[src/rtl/axis_frame_source.sv]
// axis_frame_source: AXI4-Stream master that emits bursts of numbered test
// frames. tdata = {frame_idx, beat_idx}, tuser[0] marks SOF, tlast marks EOF,
// and the last beat carries a partial tkeep when the length is not a whole
// number of beats.
// Optional feature: define AXIS_SRC_THROTTLE_EN to gate new beats with a
// 16-bit Galois LFSR, which creates pseudo-random tvalid gaps.
module axis_frame_source #(
    parameter int          DATA_W     = 32,
    parameter int          KEEP_W     = DATA_W / 8,
    parameter int          USER_W     = 1,
    parameter int          IFG_CYCLES = 2,
    parameter logic [15:0] LFSR_SEED  = 16'hACE1
) (
    input  logic              aclk,
    input  logic              aresetn,
    input  logic              start,
    input  logic [15:0]       num_frames,
    input  logic [15:0]       frame_bytes,
    output logic              busy,
    output logic              done,
    output logic [15:0]       frames_sent,
    output logic              m_axis_tvalid,
    input  logic              m_axis_tready,
    output logic [DATA_W-1:0] m_axis_tdata,
    output logic [KEEP_W-1:0] m_axis_tkeep,
    output logic              m_axis_tlast,
    output logic [USER_W-1:0] m_axis_tuser
);

    typedef enum logic [1:0] {
        ST_IDLE = 2'd0,
        ST_SEND = 2'd1,
        ST_GAP  = 2'd2,
        ST_FIN  = 2'd3
    } state_t;

    localparam logic [16:0]       KEEP_W17 = 17'(KEEP_W);
    localparam logic [15:0]       GAP_LAST = (IFG_CYCLES > 0) ? 16'(IFG_CYCLES - 1) : 16'd0;
    localparam logic [KEEP_W-1:0] KEEP_ALL = '1;

    // Byte enables for the final beat: rem LSB ones, all ones when rem is 0.
    function automatic logic [KEEP_W-1:0] last_keep_f(input logic [16:0] rem);
        logic [KEEP_W-1:0] k;
        for (int i = 0; i < KEEP_W; i++) begin
            k[i] = (rem == 17'd0) || (17'(i) < rem);
        end
        return k;
    endfunction

    // {frame, beat} zero-extended (or truncated) to the bus width.
    function automatic logic [DATA_W-1:0] pattern_f(input logic [15:0] f, input logic [15:0] b);
        logic [31:0]       p;
        logic [DATA_W-1:0] d;
        p = {f, b};
        for (int i = 0; i < DATA_W; i++) begin
            if (i < 32) begin
                d[i] = p[i[4:0]];
            end else begin
                d[i] = 1'b0;
            end
        end
        return d;
    endfunction

    state_t            state_r, state_nx;
    logic              tvalid_r, tvalid_nx;
    logic [DATA_W-1:0] tdata_r, tdata_nx;
    logic [KEEP_W-1:0] tkeep_r, tkeep_nx;
    logic              tlast_r, tlast_nx;
    logic [USER_W-1:0] tuser_r, tuser_nx;
    logic              busy_r, busy_nx;
    logic              done_r, done_nx;
    logic [15:0]       frames_sent_r, frames_sent_nx;
    logic [15:0]       num_frames_r, num_frames_nx;
    logic [15:0]       beats_r, beats_nx;
    logic [KEEP_W-1:0] last_keep_r, last_keep_nx;
    logic [15:0]       frame_idx_r, frame_idx_nx;
    logic [15:0]       beat_idx_r, beat_idx_nx;
    logic [15:0]       gap_cnt_r, gap_cnt_nx;

    logic              hs_s, last_hs_s, final_s, load_s, is_last_s, throttle_ok_s, accept_s;
    logic [16:0]       fb_s, beats17_s, rem_s;

    assign hs_s      = tvalid_r && m_axis_tready;
    assign last_hs_s = hs_s && tlast_r;
    assign final_s   = (frames_sent_r + 16'd1) == num_frames_r;
    assign is_last_s = beat_idx_r == (beats_r - 16'd1);
    assign accept_s  = (state_r == ST_IDLE) && start && !done_r;
    assign fb_s      = (frame_bytes == 16'd0) ? KEEP_W17 : {1'b0, frame_bytes};
    assign beats17_s = (fb_s + KEEP_W17 - 17'd1) / KEEP_W17;
    assign rem_s     = fb_s % KEEP_W17;

`ifdef AXIS_SRC_THROTTLE_EN
    logic [15:0] lfsr_r;

    // Galois LFSR (taps 16,14,13,11) stepping every cycle; bit 0 permits a new beat.
    always_ff @(posedge aclk) begin
        if (!aresetn) begin
            lfsr_r <= LFSR_SEED;
        end else begin
            lfsr_r <= {1'b0, lfsr_r[15:1]} ^ (lfsr_r[0] ? 16'hB400 : 16'h0000);
        end
    end

    assign throttle_ok_s = lfsr_r[0];
`else
    logic [15:0] unused_seed_s;
    assign unused_seed_s = LFSR_SEED;
    assign throttle_ok_s = 1'b1;
`endif

    // FSM state register.
    always_ff @(posedge aclk) begin
        if (!aresetn) begin
            state_r <= ST_IDLE;
        end else begin
            state_r <= state_nx;
        end
    end

    // FSM next-state decode.
    always_comb begin
        state_nx = state_r;
        case (state_r)
            ST_IDLE: begin
                if (accept_s) begin
                    state_nx = (num_frames == 16'd0) ? ST_FIN : ST_SEND;
                end else begin
                    state_nx = ST_IDLE;
                end
            end
            ST_SEND: begin
                if (last_hs_s) begin
                    if (final_s) begin
                        state_nx = ST_FIN;
                    end else if (IFG_CYCLES == 0) begin
                        state_nx = ST_SEND;
                    end else begin
                        state_nx = ST_GAP;
                    end
                end else begin
                    state_nx = ST_SEND;
                end
            end
            ST_GAP: begin
                if (gap_cnt_r == GAP_LAST) begin
                    state_nx = ST_SEND;
                end else begin
                    state_nx = ST_GAP;
                end
            end
            ST_FIN:  state_nx = ST_IDLE;
            default: state_nx = ST_IDLE;
        endcase
    end

    // Next values of outputs, config and counters; a beat is loaded into the
    // output register only when the slot is free (nothing pending or handshaking).
    always_comb begin
        load_s         = 1'b0;
        tvalid_nx      = tvalid_r;
        tdata_nx       = tdata_r;
        tkeep_nx       = tkeep_r;
        tlast_nx       = tlast_r;
        tuser_nx       = tuser_r;
        busy_nx        = busy_r;
        done_nx        = 1'b0;
        frames_sent_nx = frames_sent_r;
        num_frames_nx  = num_frames_r;
        beats_nx       = beats_r;
        last_keep_nx   = last_keep_r;
        frame_idx_nx   = frame_idx_r;
        beat_idx_nx    = beat_idx_r;
        gap_cnt_nx     = 16'd0;

        case (state_r)
            ST_IDLE: begin
                if (accept_s) begin
                    num_frames_nx  = num_frames;
                    beats_nx       = beats17_s[15:0];
                    last_keep_nx   = last_keep_f(rem_s);
                    frames_sent_nx = 16'd0;
                    frame_idx_nx   = 16'd0;
                    beat_idx_nx    = 16'd0;
                    busy_nx        = 1'b1;
                end else begin
                    busy_nx = busy_r;
                end
            end
            ST_SEND: begin
                if (last_hs_s) begin
                    frames_sent_nx = frames_sent_r + 16'd1;
                end else begin
                    frames_sent_nx = frames_sent_r;
                end
                if (!tvalid_r || hs_s) begin
                    if (last_hs_s && (final_s || (IFG_CYCLES != 0))) begin
                        load_s = 1'b0;
                    end else begin
                        load_s = throttle_ok_s;
                    end
                end else begin
                    load_s = 1'b0;
                end
            end
            ST_GAP: begin
                gap_cnt_nx = gap_cnt_r + 16'd1;
                if (gap_cnt_r == GAP_LAST) begin
                    load_s = throttle_ok_s;
                end else begin
                    load_s = 1'b0;
                end
            end
            ST_FIN: begin
                done_nx = 1'b1;
                busy_nx = 1'b0;
            end
            default: begin
                busy_nx = 1'b0;
            end
        endcase

        if (load_s) begin
            tvalid_nx   = 1'b1;
            tdata_nx    = pattern_f(frame_idx_r, beat_idx_r);
            tuser_nx    = '0;
            tuser_nx[0] = (beat_idx_r == 16'd0);
            tlast_nx    = is_last_s;
            tkeep_nx    = is_last_s ? last_keep_r : KEEP_ALL;
            if (is_last_s) begin
                beat_idx_nx  = 16'd0;
                frame_idx_nx = frame_idx_r + 16'd1;
            end else begin
                beat_idx_nx  = beat_idx_r + 16'd1;
                frame_idx_nx = frame_idx_r;
            end
        end else if (hs_s) begin
            tvalid_nx = 1'b0;
        end else begin
            tvalid_nx = tvalid_r;
        end
    end

    // Registered outputs, latched config and counters.
    always_ff @(posedge aclk) begin
        if (!aresetn) begin
            tvalid_r      <= 1'b0;
            tdata_r       <= '0;
            tkeep_r       <= '0;
            tlast_r       <= 1'b0;
            tuser_r       <= '0;
            busy_r        <= 1'b0;
            done_r        <= 1'b0;
            frames_sent_r <= 16'd0;
            num_frames_r  <= 16'd0;
            beats_r       <= 16'd0;
            last_keep_r   <= '0;
            frame_idx_r   <= 16'd0;
            beat_idx_r    <= 16'd0;
            gap_cnt_r     <= 16'd0;
        end else begin
            tvalid_r      <= tvalid_nx;
            tdata_r       <= tdata_nx;
            tkeep_r       <= tkeep_nx;
            tlast_r       <= tlast_nx;
            tuser_r       <= tuser_nx;
            busy_r        <= busy_nx;
            done_r        <= done_nx;
            frames_sent_r <= frames_sent_nx;
            num_frames_r  <= num_frames_nx;
            beats_r       <= beats_nx;
            last_keep_r   <= last_keep_nx;
            frame_idx_r   <= frame_idx_nx;
            beat_idx_r    <= beat_idx_nx;
            gap_cnt_r     <= gap_cnt_nx;
        end
    end

    assign m_axis_tvalid = tvalid_r;
    assign m_axis_tdata  = tdata_r;
    assign m_axis_tkeep  = tkeep_r;
    assign m_axis_tlast  = tlast_r;
    assign m_axis_tuser  = tuser_r;
    assign busy          = busy_r;
    assign done          = done_r;
    assign frames_sent   = frames_sent_r;

endmodule

[config.mk]
export PLATFORM = sky130hd
export DESIGN_NAME = axis_frame_source
export DESIGN_NICKNAME = d
export VERILOG_FILES = /design/src/rtl/axis_frame_source.sv
export SDC_FILE = /design/constraint.sdc
export NUM_CORES = 1
export LEC_CHECK = 0
export CAP_MARGIN = 20
export CORE_UTILIZATION = 50
export DETAILED_ROUTE_END_ITERATION = 7
export PLACE_DENSITY = 0.87
export SYNTH_ARGS = -nofsm -noshare
export SYNTH_HDL_FRONTEND = slang
export SYNTH_SLANG_ARGS = --single-unit
[constraint.sdc]
create_clock -name aclk -period 2.8 [get_ports aclk]
set_clock_uncertainty 0.05 [all_clocks]
set_input_delay 0.28 -clock aclk [delete_from_list [all_inputs] [get_ports aclk]]
set_output_delay 0.28 -clock aclk [all_outputs]
set_load 0.03 [all_outputs]
Word level (Yosys, flattened, before mapping):

Index checks and enable logic that the tools add are counted.

* output and inout port bits: 57
* logic and storage cells: 87
* bits of input ports: 36
* bits in registers: 142

* multiplexer cells: 25
* $add $sub $neg: 7
* equality and inequality tests: 9
* magnitude comparators: 4
* reduce and logical (&&, ||, !) cells: 27

Operator list (count)
* 16-bit two-way mux: 8
* 16-bit by 1-bit adder with 16-bit output, second input constant: 4
* 16-bit logical NOT: 3
* 16-bit equality test: 2
* 16-bit case mux with 2 select lines: 1
* 16-bit by 3-bit adder with 17-bit output, second input constant: 1
* 17-bit logical NOT: 1
* 17-bit by 1-bit subtractor with 17-bit output, second input constant: 1
* 16-bit by 1-bit equality test with 1-bit output, second input constant: 1
* 15-bit by 1-bit subtractor with 16-bit output, second input constant: 1
* 2-bit nonzero test: 5
* 1-bit two-way mux: 8
* 2-bit two-way mux: 4
* 2-bit case mux with 4 select lines: 1
* 2-bit AND reduction: 4
* 3-bit AND reduction: 2
* 1-bit logical OR: 5
* 2-bit equality test, second input constant: 2
* 1-bit logical AND: 4
* 1-bit by 2-bit less-than comparator with 1-bit output, first input constant: 2
* 2-bit less-than comparator, first input constant: 2
* 4-bit two-way mux: 1
* 2-bit != test, second input constant: 2
* 1-bit case mux with 2 select lines: 2
* other kinds (4): 5

Longest topological paths before layout:

Gate-level depths: netlist (run 1).

* depth in word-level cells: 7
* depth in mapped cells: 13
* gate-level depth less buffers: 10

Worst setup path after synthesis (run 1):

Ideal clock, no wire load.

* path kind: reg-to-reg
* start: register beats_r[0]
* end: register frame_idx_r[8]
* cell stages (with the launch flop): 11
* data arrival time: 2.878 ns
* data required time: 2.680 ns
* library setup time: 0.070 ns
* slack: -0.198 ns
* clock period less this slack: 2.998 ns
* path buffers: 0
* cells stage by stage: dfxtp_1 -> inv_1 -> ha_1 -> or4b_2 -> xnor2_1 -> o32ai_2 -> nor2_1 -> nor4_4 -> nand3_2 -> or4_1 -> a21oi_1

* word-level cells in the longest chain between the ends: 4

RTL lines
* start, declared: line 75 `logic [15:0] beats_r, beats_nx;`
* start signal, assigned: line 271 `beats_r <= beats_nx;`
* 15-bit by 1-bit subtractor with 16-bit output: line 87 `assign is_last_s = beat_idx_r == (beats_r - 16'd1);`
* 16-bit equality test: line 87
* 2-bit by 1-bit != test with 1-bit output (no source line)
* 3-bit AND reduction (no source line)
* end signal, assigned: line 273 `frame_idx_r <= frame_idx_nx;`
* end, declared: line 77 `logic [15:0] frame_idx_r, frame_idx_nx;`

No other way between the ends.
A chain may end at the register's enable or synchronous reset.

Worst setup path after layout (run 1):

* start: register beats_r[1]
* end: register frame_idx_r[6]

The elaborated chain is that of the path after synthesis.

==> impl_results.md, run 1 <==
* Final design utilization at 0.660
* Data arrival time at the worst-slack endpoint at 3.18 ns
* Post-synth top area share at 0.398
* Final antenna diode count at 0
* Leakage power of the design at 3.21 nW
* Residual DRC at 0
* Main flop type after synthesis: sky130_fd_sc_hd__dfxtp_1
* HPWL reported at the end of detailed placement at 12500 um
* I/O Pins at 93
* Worst-path fanout max at 7
* Final setup violation count at 12
* Clock Tree Buf Depth at 2
* EDFF count, synth at 0
* Worst vdd rail ir drop at 0.000415 V
* Number of cells in the finished layout apart from fillers at 1196
* Placed cell count at 1155
* Async set or reset register ratio after synthesis at 0
* Sequential fraction of the synthesis area at 0.398
* Maximum number of pins on one net before global-route repair at 89
* TritonCTS clock tree: built
* Sum Neg Setup Slack at -0.344 ns
* Horizontal die dimension at 121 um
* Initial antenna violation count at 0
* DR WL/cell at 15.7 um
* CP peak stage delay at 0.52 ns
* H-tree level count at 4
* Minimum clock period at 2.89 ns
* CTS clk-pin slew, worst paths at 0.06 ns
* Number of standard cells after synthesis at 908
* Number of hold violations in the final report at 0
* Via/cell ratio at 5.88
* Buffers on Ports at 92
* Initial cell density of the core at 0.514
* Overall via count from detail_route at 7032
* Most frequently used cell type in the post-synthesis netlist: sky130_fd_sc_hd__nand2_1
* Main area contributors after synthesis: sky130_fd_sc_hd__dfxtp_1 (40%), sky130_fd_sc_hd__nand2_1 (8.5%), sky130_fd_sc_hd__a21oi_1 (6.6%), sky130_fd_sc_hd__xnor2_1 (5.8%), sky130_fd_sc_hd__nor2_1 (4.0%)
* Endpoint type of the worst setup path: flip-flop
* Number of max-slew violations in the final report at 0
* Core footprint at 0.0139 mm2
* Gate family responsible for the most delay along the worst path: simple AND/OR/NAND/NOR gates
* Outcome: complete, but fails checks
* Overall power consumption at 4.87 mW
* Min-Delay Path Class: primary input to flip-flop
* Gp weighted congestion at 0.883
* Failing checks: setup timing
* Share of final-layout standard cells stronger than drive strength 1 at 0.109
* Setup repair after global routing missed its margin: yes
* Post-synthesis register bit count at 142
* Final worst-path setup slack at -0.0876 ns
* Slew at the pin closest to its max-slew limit at 0.584 ns
* Clock tree root buffer cell: sky130_fd_sc_hd__clkbuf_16
* Avg Inst Size Synth at 7.86 um2
* Final period util at 1.03
* Die span in y at 121 um
* Slowest cell on crit path: sky130_fd_sc_hd__or4_4
* Buffers and inverters on the worst path at 1
* DRT Wirelength at 18800 um
* Number of rows created at floorplan at 43
* Hold_buf cts at 0
* Number of global-route vias before repair at 6495
* Clock latency on the worst-skew pair at 0.42 ns
* Worst hold slack across all endpoints at 0.380 ns
* Distinct cell type count after synthesis at 56
* Post-placement worst setup slack at -0.141 ns
* Area of the mapped netlist at 0.00714 mm2
* Layout Cell Area excl Fill at 0.00916 mm2
* Clock sink count at 142
* Overflow left after global routing at 0
* Remaining max-slew budget at the tightest pin at 0.610
* MaxCap Viol Count at 0
* Area Growth Syn to Fin at 28.3%
* CTS buffer count at 17
* Remaining antenna violation count at 0
* Total routing resource utilization after global routing at 0.254
* Max Clock Freq at 346 MHz
* First-iteration detailed-routing DRC count at 650
* Most instantiated cells after synthesis: sky130_fd_sc_hd__nand2_1 (162), sky130_fd_sc_hd__dfxtp_1 (142), sky130_fd_sc_hd__a21oi_1 (94)
* Yosys top cell by area: sky130_fd_sc_hd__dfxtp_1
* Type of element launching the critical path: flip-flop
* First-pass GRT wire length at 30000 um
* Data required time at the worst endpoint at 3.09 ns
* Number of nets produced by synthesis at 957
* Pre-Repair DR Iteration Count at 5
* Final #Nets at 1052
* Standard cell area after detailed placement at 0.00837 mm2
* Number of warnings printed during yosys synthesis at 0
* Critical path type: flip-flop to flip-flop
* DIE AREA at 0.0148 mm2
* Cell chain of the critical path: or4_4 -> or2_4 -> nor4_4 -> xor2_2 -> a2111oi_4 -> nand3_4 -> buf_4 -> or3_1 -> a21oi_1
* Power density over the cells at 532 mW/mm2
==> cells in the final DEF, fill, tap and decap left out, types with 13 or more instances in the layout <==
cell type	n
sky130_fd_sc_hd__inv_1	19
sky130_fd_sc_hd__xnor2_1	46
sky130_fd_sc_hd__a21oi_1	91
sky130_fd_sc_hd__dfxtp_1	140
sky130_fd_sc_hd__clkbuf_16	17
sky130_fd_sc_hd__nor2_1	75
sky130_fd_sc_hd__o21ai_0	32
sky130_fd_sc_hd__clkdlybuf4s50_1	92
sky130_fd_sc_hd__nor4_1	13
sky130_fd_sc_hd__nand2_1	161
sky130_fd_sc_hd__nand3_1	41
sky130_fd_sc_hd__a211oi_1	14
sky130_fd_sc_hd__and3_1	20
sky130_fd_sc_hd__xor2_1	25
sky130_fd_sc_hd__nand4_1	16
sky130_fd_sc_hd__buf_4	41
==> registers in the layout, indices dropped and copies added, names as in the netlist <==
signal	count
state_r	2
m_axis_tuser	1
frame_idx_r	16
gap_cnt_r	16
done	1
frames_sent	16
m_axis_tkeep	4
num_frames_r	16
last_keep_r	4
beats_r	15
beat_idx_r	16
m_axis_tvalid	1
m_axis_tlast	1
m_axis_tdata	32
busy	1
==> worst reg2reg max path, delay by kind of cell (launching register included) <==
kind	cells	cell delay, ns
compound gates	2	0.54
flops	1	0.33
simple gates	5	1.56
xor+xnor	1	0.13
buf+inv	1	0.19
==> path summary, 6_finish.rpt <==
check                                      start               end  slack, ns  cells after the start
worst max-delay path                  beats_r[1]    frame_idx_r[6]      -0.09                      9
worst min-delay path               num_frames[0]   num_frames_r[0]       0.38                      3
worst max register to register        beats_r[1]    frame_idx_r[6]      -0.09                      9
worst min register to register  m_axis_tdata[19]  m_axis_tdata[19]       0.40                      2
==> layer usage <==
| layer | GRT usage | vias to the layer above | routed length (um) | share of wire |
|---|---|---|---|---|
| met5 | 0 | - | 0 | 0 |
| met4 | 0.114 | 0 | 544 | 0.029 |
| met3 | 0.0569 | 52 | 832 | 0.044 |
| met2 | 0.429 | 223 | 9460 | 0.50 |
| met1 | 0.306 | 3367 | 7910 | 0.42 |
| li1 | - | 3390 | - | - |
==> where the power goes <==
group	total, mW	internal (mW)	switching [mW]
Sequential	2.10	2.06	0.0383
Combinational	0.532	0.237	0.295
Clock	2.24	1.38	0.859
Total	4.87	3.68	1.19
==> logic make-up (layout without fill, tap and decap cells) <==
kind of cell / Yosys count / count (layout) / share of synthesized area
mux: 3 / 3 / 0.00421
flops: 142 / 142 / 0.398
fa+ha+maj: 13 / 13 / 0.0228
simple gates: 397 / 397 / 0.269
buf+inv: 83 / 191 / 0.0440
compound gates: 197 / 197 / 0.172
xor+xnor: 73 / 73 / 0.0896
==> layout make-up <==
| cell class | instances | area (um2) |
|---|---|---|
| fillers | 1115 | 4720 |
| multi-input cells | 683 | 4110 |
| flip-flops and latches | 142 | 2850 |
| repair buffers | 138 | 1310 |
| clock buffers | 22 | 474 |
| well taps | 180 | 225 |
| clock inverters | 10 | 111 |
| inverters | 21 | 78.8 |
==> timing repair <==
item                                    4_1_cts  5_1_grt
pin swaps                                     7        6
endpoints found under the setup margin       17       27
gates resized for setup                      13       19
setup buffers                                 2        5
cloned                                        1        1
Power figures use the tool's default switching activity.
==> inputs of run 2 (changes only) <==
Settings changed: CORE_UTILIZATION 50 to 35, PLACE_DENSITY 0.87 to 0.68.
==> run 2 against run 1 <==
  * The flow now finishes without violations
  * Combinational power rose by 7.1%
  * Non-clock buffer count rose by 23
  * Final area is 2.2% higher
  * Sequential share of layout area shrank 0.65 points
  * Clock-buffer cell count is 2 lower
  * Largest power group is now sequential cells
  * Register-to-register slack gained 0.096 ns
  * Hold slack got worse by 0.0038 ns
  * Cell count rose by 9.0%
==> impl_results.md, run 2 (synthesis results as in run 1) <==
* Share of final-layout standard cells stronger than drive strength 1 at 0.132 (was 0.109)
* Gate family responsible for the most delay along the worst path: simple AND/OR/NAND/NOR gates (unchanged)
* Overall via count from detail_route at 6870 (was 7032)
* MaxCap Viol Count at 0 (unchanged)
* Number of flip-flops under the largest register name at 32 (unchanged)
* Most common cell after layout, fill and taps aside: sky130_fd_sc_hd__nand2_1 (unchanged)
* HPWL reported at the end of detailed placement at 13400 um (was 12500 um)
* Type of element launching the critical path: flip-flop (unchanged)
* Remaining max-slew budget at the tightest pin at 0.549 (was 0.610)
* First-iteration detailed-routing DRC count at 351 (was 650)
* Relative contribution of combinational cells to total power at 0.121 (was 0.109)
* Leakage power of the design at 3.27 nW (was 3.21 nW)
* Horizontal die dimension at 145 um (was 121 um)
* Data required time at the worst endpoint at 3.10 ns (was 3.09 ns)
* Area Growth Syn to Fin at 31.2% (was 28.3%)
* Remaining antenna violation count at 0 (unchanged)
* First-pass GRT wire length at 31000 um (was 30000 um)
* R2R setup slack at 0.008 ns (was -0.09 ns)
* Total routing resource utilization after global routing at 0.188 (was 0.254)
* Pre-Repair DR Iteration Count at 6 (was 5)
* I/O Pins at 93 (unchanged)
* Min-Delay Path Class: primary input to flip-flop (unchanged)
* Number of global-route vias before repair at 6218 (was 6495)
* Clock tree root buffer cell: sky130_fd_sc_hd__clkbuf_16 (unchanged)
* Overall power consumption at 4.73 mW (was 4.87 mW)
* Minimum clock period at 2.79 ns (was 2.89 ns)
* DRT Wirelength at 19200 um (was 18800 um)
* Final setup violation count at 0 (was 12)
* Critical path type: flip-flop to flip-flop (unchanged)
* Via/cell ratio at 5.27 (was 5.88)
* Buffers and inverters on the worst path at 1 (unchanged)
* Clock Tree Buf Depth at 2 (unchanged)
* Residual DRC at 0 (unchanged)
* M1 GR Usage at 0.243 (was 0.306)
* R2r endpoint: frame_idx_r[8] (was frame_idx_r[6])
* Power density over the cells at 505 mW/mm2 (was 532 mW/mm2)
* Global-route track usage on met3 at 0.0411 (was 0.0569)
* Net switching power figure at 1.24 mW (was 1.19 mW)
* Reg2Reg Launch Point: beats_r[2] (was beats_r[1])
* Routing usage on met2 at 0.310 (was 0.429)
* CTS clk-pin slew, worst paths at 0.06 ns (about the same)
* Setup repair after global routing missed its margin: yes (unchanged)
* Most Used Layer, Global Route: met2 (unchanged)
* DR WL/cell at 14.7 um (was 15.7 um)
* CTS buffer count at 17 (unchanged)
* Initial antenna violation count at 0 (unchanged)
* Layout Cell Area excl Fill at 0.00936 mm2 (was 0.00916 mm2)
* Hold_sp: num_frames[6] (was num_frames[0])
* Hold_buf cts at 0 (unchanged)
* Initial cell density of the core at 0.362 (was 0.514)
* Clock sink count at 142 (unchanged)
* Most frequent cells in the layout: sky130_fd_sc_hd__nand2_1 (161), sky130_fd_sc_hd__dfxtp_1 (139), sky130_fd_sc_hd__clkdlybuf4s50_1 (92) (was sky130_fd_sc_hd__nand2_1 (161), sky130_fd_sc_hd__dfxtp_1 (140), sky130_fd_sc_hd__clkdlybuf4s50_1 (92))
* Final period util at 0.997 (was 1.03)
* CP peak stage delay at 0.53 ns (was 0.52 ns)
* Gp weighted congestion at 0.827 (was 0.883)
* Overflow left after global routing at 0 (unchanged)
* Number of hold violations in the final report at 0 (unchanged)
* Min-Delay Path Depth at 3 (unchanged)
* Cell-internal power at 3.49 mW (was 3.68 mW)
* Endpoint of the worst hold-timing path: num_frames_r[6] (was num_frames_r[0])
* TritonCTS clock tree: built (unchanged)
* Worst r2r path cells at 9 (unchanged)
* H-tree level count at 4 (unchanged)
* Outcome: finished, final reports clean (was complete, but fails checks)
* Die span in y at 145 um (was 121 um)
* Cell chain of the critical path: or4_4 -> or2_4 -> buf_4 -> o32ai_2 -> nor2_2 -> nor4_4 -> nand3_4 -> or4_1 -> a21oi_1 (was or4_4 -> or2_4 -> nor4_4 -> xor2_2 -> a2111oi_4 -> nand3_4 -> buf_4 -> or3_1 -> a21oi_1)
* Worst-path fanout max at 6 (was 7)
* DIE AREA at 0.0210 mm2 (was 0.0148 mm2)
* Worst vdd rail ir drop at 0.000393 V (was 0.000415 V)
* Endpoint type of the worst setup path: flip-flop (unchanged)
* Number of rows created at floorplan at 51 (was 43)
* Buffers on Ports at 92 (unchanged)
* Final antenna diode count at 0 (unchanged)
* Standard cell area after detailed placement at 0.00854 mm2 (was 0.00837 mm2)
* Core footprint at 0.0197 mm2 (was 0.0139 mm2)
* Reg power frac at 0.444 (was 0.431)
* Final #Nets at 1075 (was 1052)
* Slew at the pin closest to its max-slew limit at 0.677 ns (was 0.584 ns)
* Data arrival time at the worst-slack endpoint at 3.09 ns (was 3.18 ns)
* Number of max-slew violations in the final report at 0 (unchanged)
* Clock latency on the worst-skew pair at 0.42 ns (about the same)
* Clock group share of total power at 0.436 (was 0.459)
* Slowest cell on crit path: sky130_fd_sc_hd__or4_4 (unchanged)
* Maximum number of pins on one net before global-route repair at 61 (was 89)
* Switching part of the total at 0.262 (was 0.245)
* Max Clock Freq at 358 MHz (was 346 MHz)
[run 2: worst register-to-register path, stage by stage, from the launching register on]
cell and delay [ns]:
sky130_fd_sc_hd__dfxtp_1 0.31, sky130_fd_sc_hd__or4_4 0.53, sky130_fd_sc_hd__or2_4 0.28, sky130_fd_sc_hd__buf_4 0.14, sky130_fd_sc_hd__o32ai_2 0.26, sky130_fd_sc_hd__nor2_2 0.08, sky130_fd_sc_hd__nor4_4 0.24, sky130_fd_sc_hd__nand3_4 0.20
sky130_fd_sc_hd__or4_1 0.50, sky130_fd_sc_hd__a21oi_1 0.14
[run 2: how the worst max path moves through the flow]
stage	slack (ns)	depth (start not counted)	endpoint	startpoint
2_1_floorplan	0.009	8	frame_idx_r[8]	beats_r[2]
3_3_place_gp	-0.01	9	frame_idx_r[3]	beats_r[0]
3_5_place_dp	-0.05	8	frame_idx_r[8]	beats_r[0]
4_1_cts	0.00009	10	frame_idx_r[8]	beats_r[1]
5_1_grt	-0.09	10	frame_idx_r[9]	beats_r[1]
6_report	0.008	9	frame_idx_r[8]	beats_r[2]
[run 2: layout make-up]
class / count / area (um2)
fill: 1899 / 10400
inverter: 21 / 78.8
tap: 265 / 332
sequential: 142 / 2850
timing repair buffer: 161 / 1460
multi-input combinational: 683 / 4110
clock inverter: 12 / 88.8
clock buffer: 20 / 447
[run 2: power groups by stage]
stage / combinational (mW) / clock [mW] / sequential (mW)
final: 0.570 / 2.06 / 2.10
after detailed placement: 0.500 / 0 / 2.14
after global placement: 0.493 / 0 / 2.14
after CTS: 0.547 / 2.10 / 2.10
after floorplan: 0.302 / 0 / 2.14
after global routing: 0.621 / 2.20 / 2.10
[run 2: through the flow]
step	instances	setup WS, ns	utilization	hold WS (ns)	setup TNS (ns)
2_1_floorplan	908	0.00923	-	0.366	0
3_3_place_gp	1250	-0.0148	0.433	0.394	-0.0785
3_5_place_dp	1250	-0.0495	0.433	0.396	-0.404
4_1_cts	1302	0.0000928	0.471	0.362	0
5_1_grt	1304	-0.0865	0.475	0.385	-0.789
6_report	1304	0.00812	0.475	0.376	0
[run 2: per-layer routing]
| layer | up-vias | wire length (um) |
|---|---|---|
| li1 | 3438 | - |
| met1 | 3248 | 8810 |
| met2 | 159 | 9190 |
| met3 | 25 | 910 |
| met4 | 0 | 275 |
| met5 | - | 0 |
[run 2: what timing repair did]
| action | CTS | global route |
|---|---|---|
| pin swaps | 15 | 20 |
| resized for setup | 16 | 18 |
| buffers inserted | 21 | 4 |
| hold endpoints to repair | 0 | 0 |
| setup endpoints to repair | 16 | 37 |
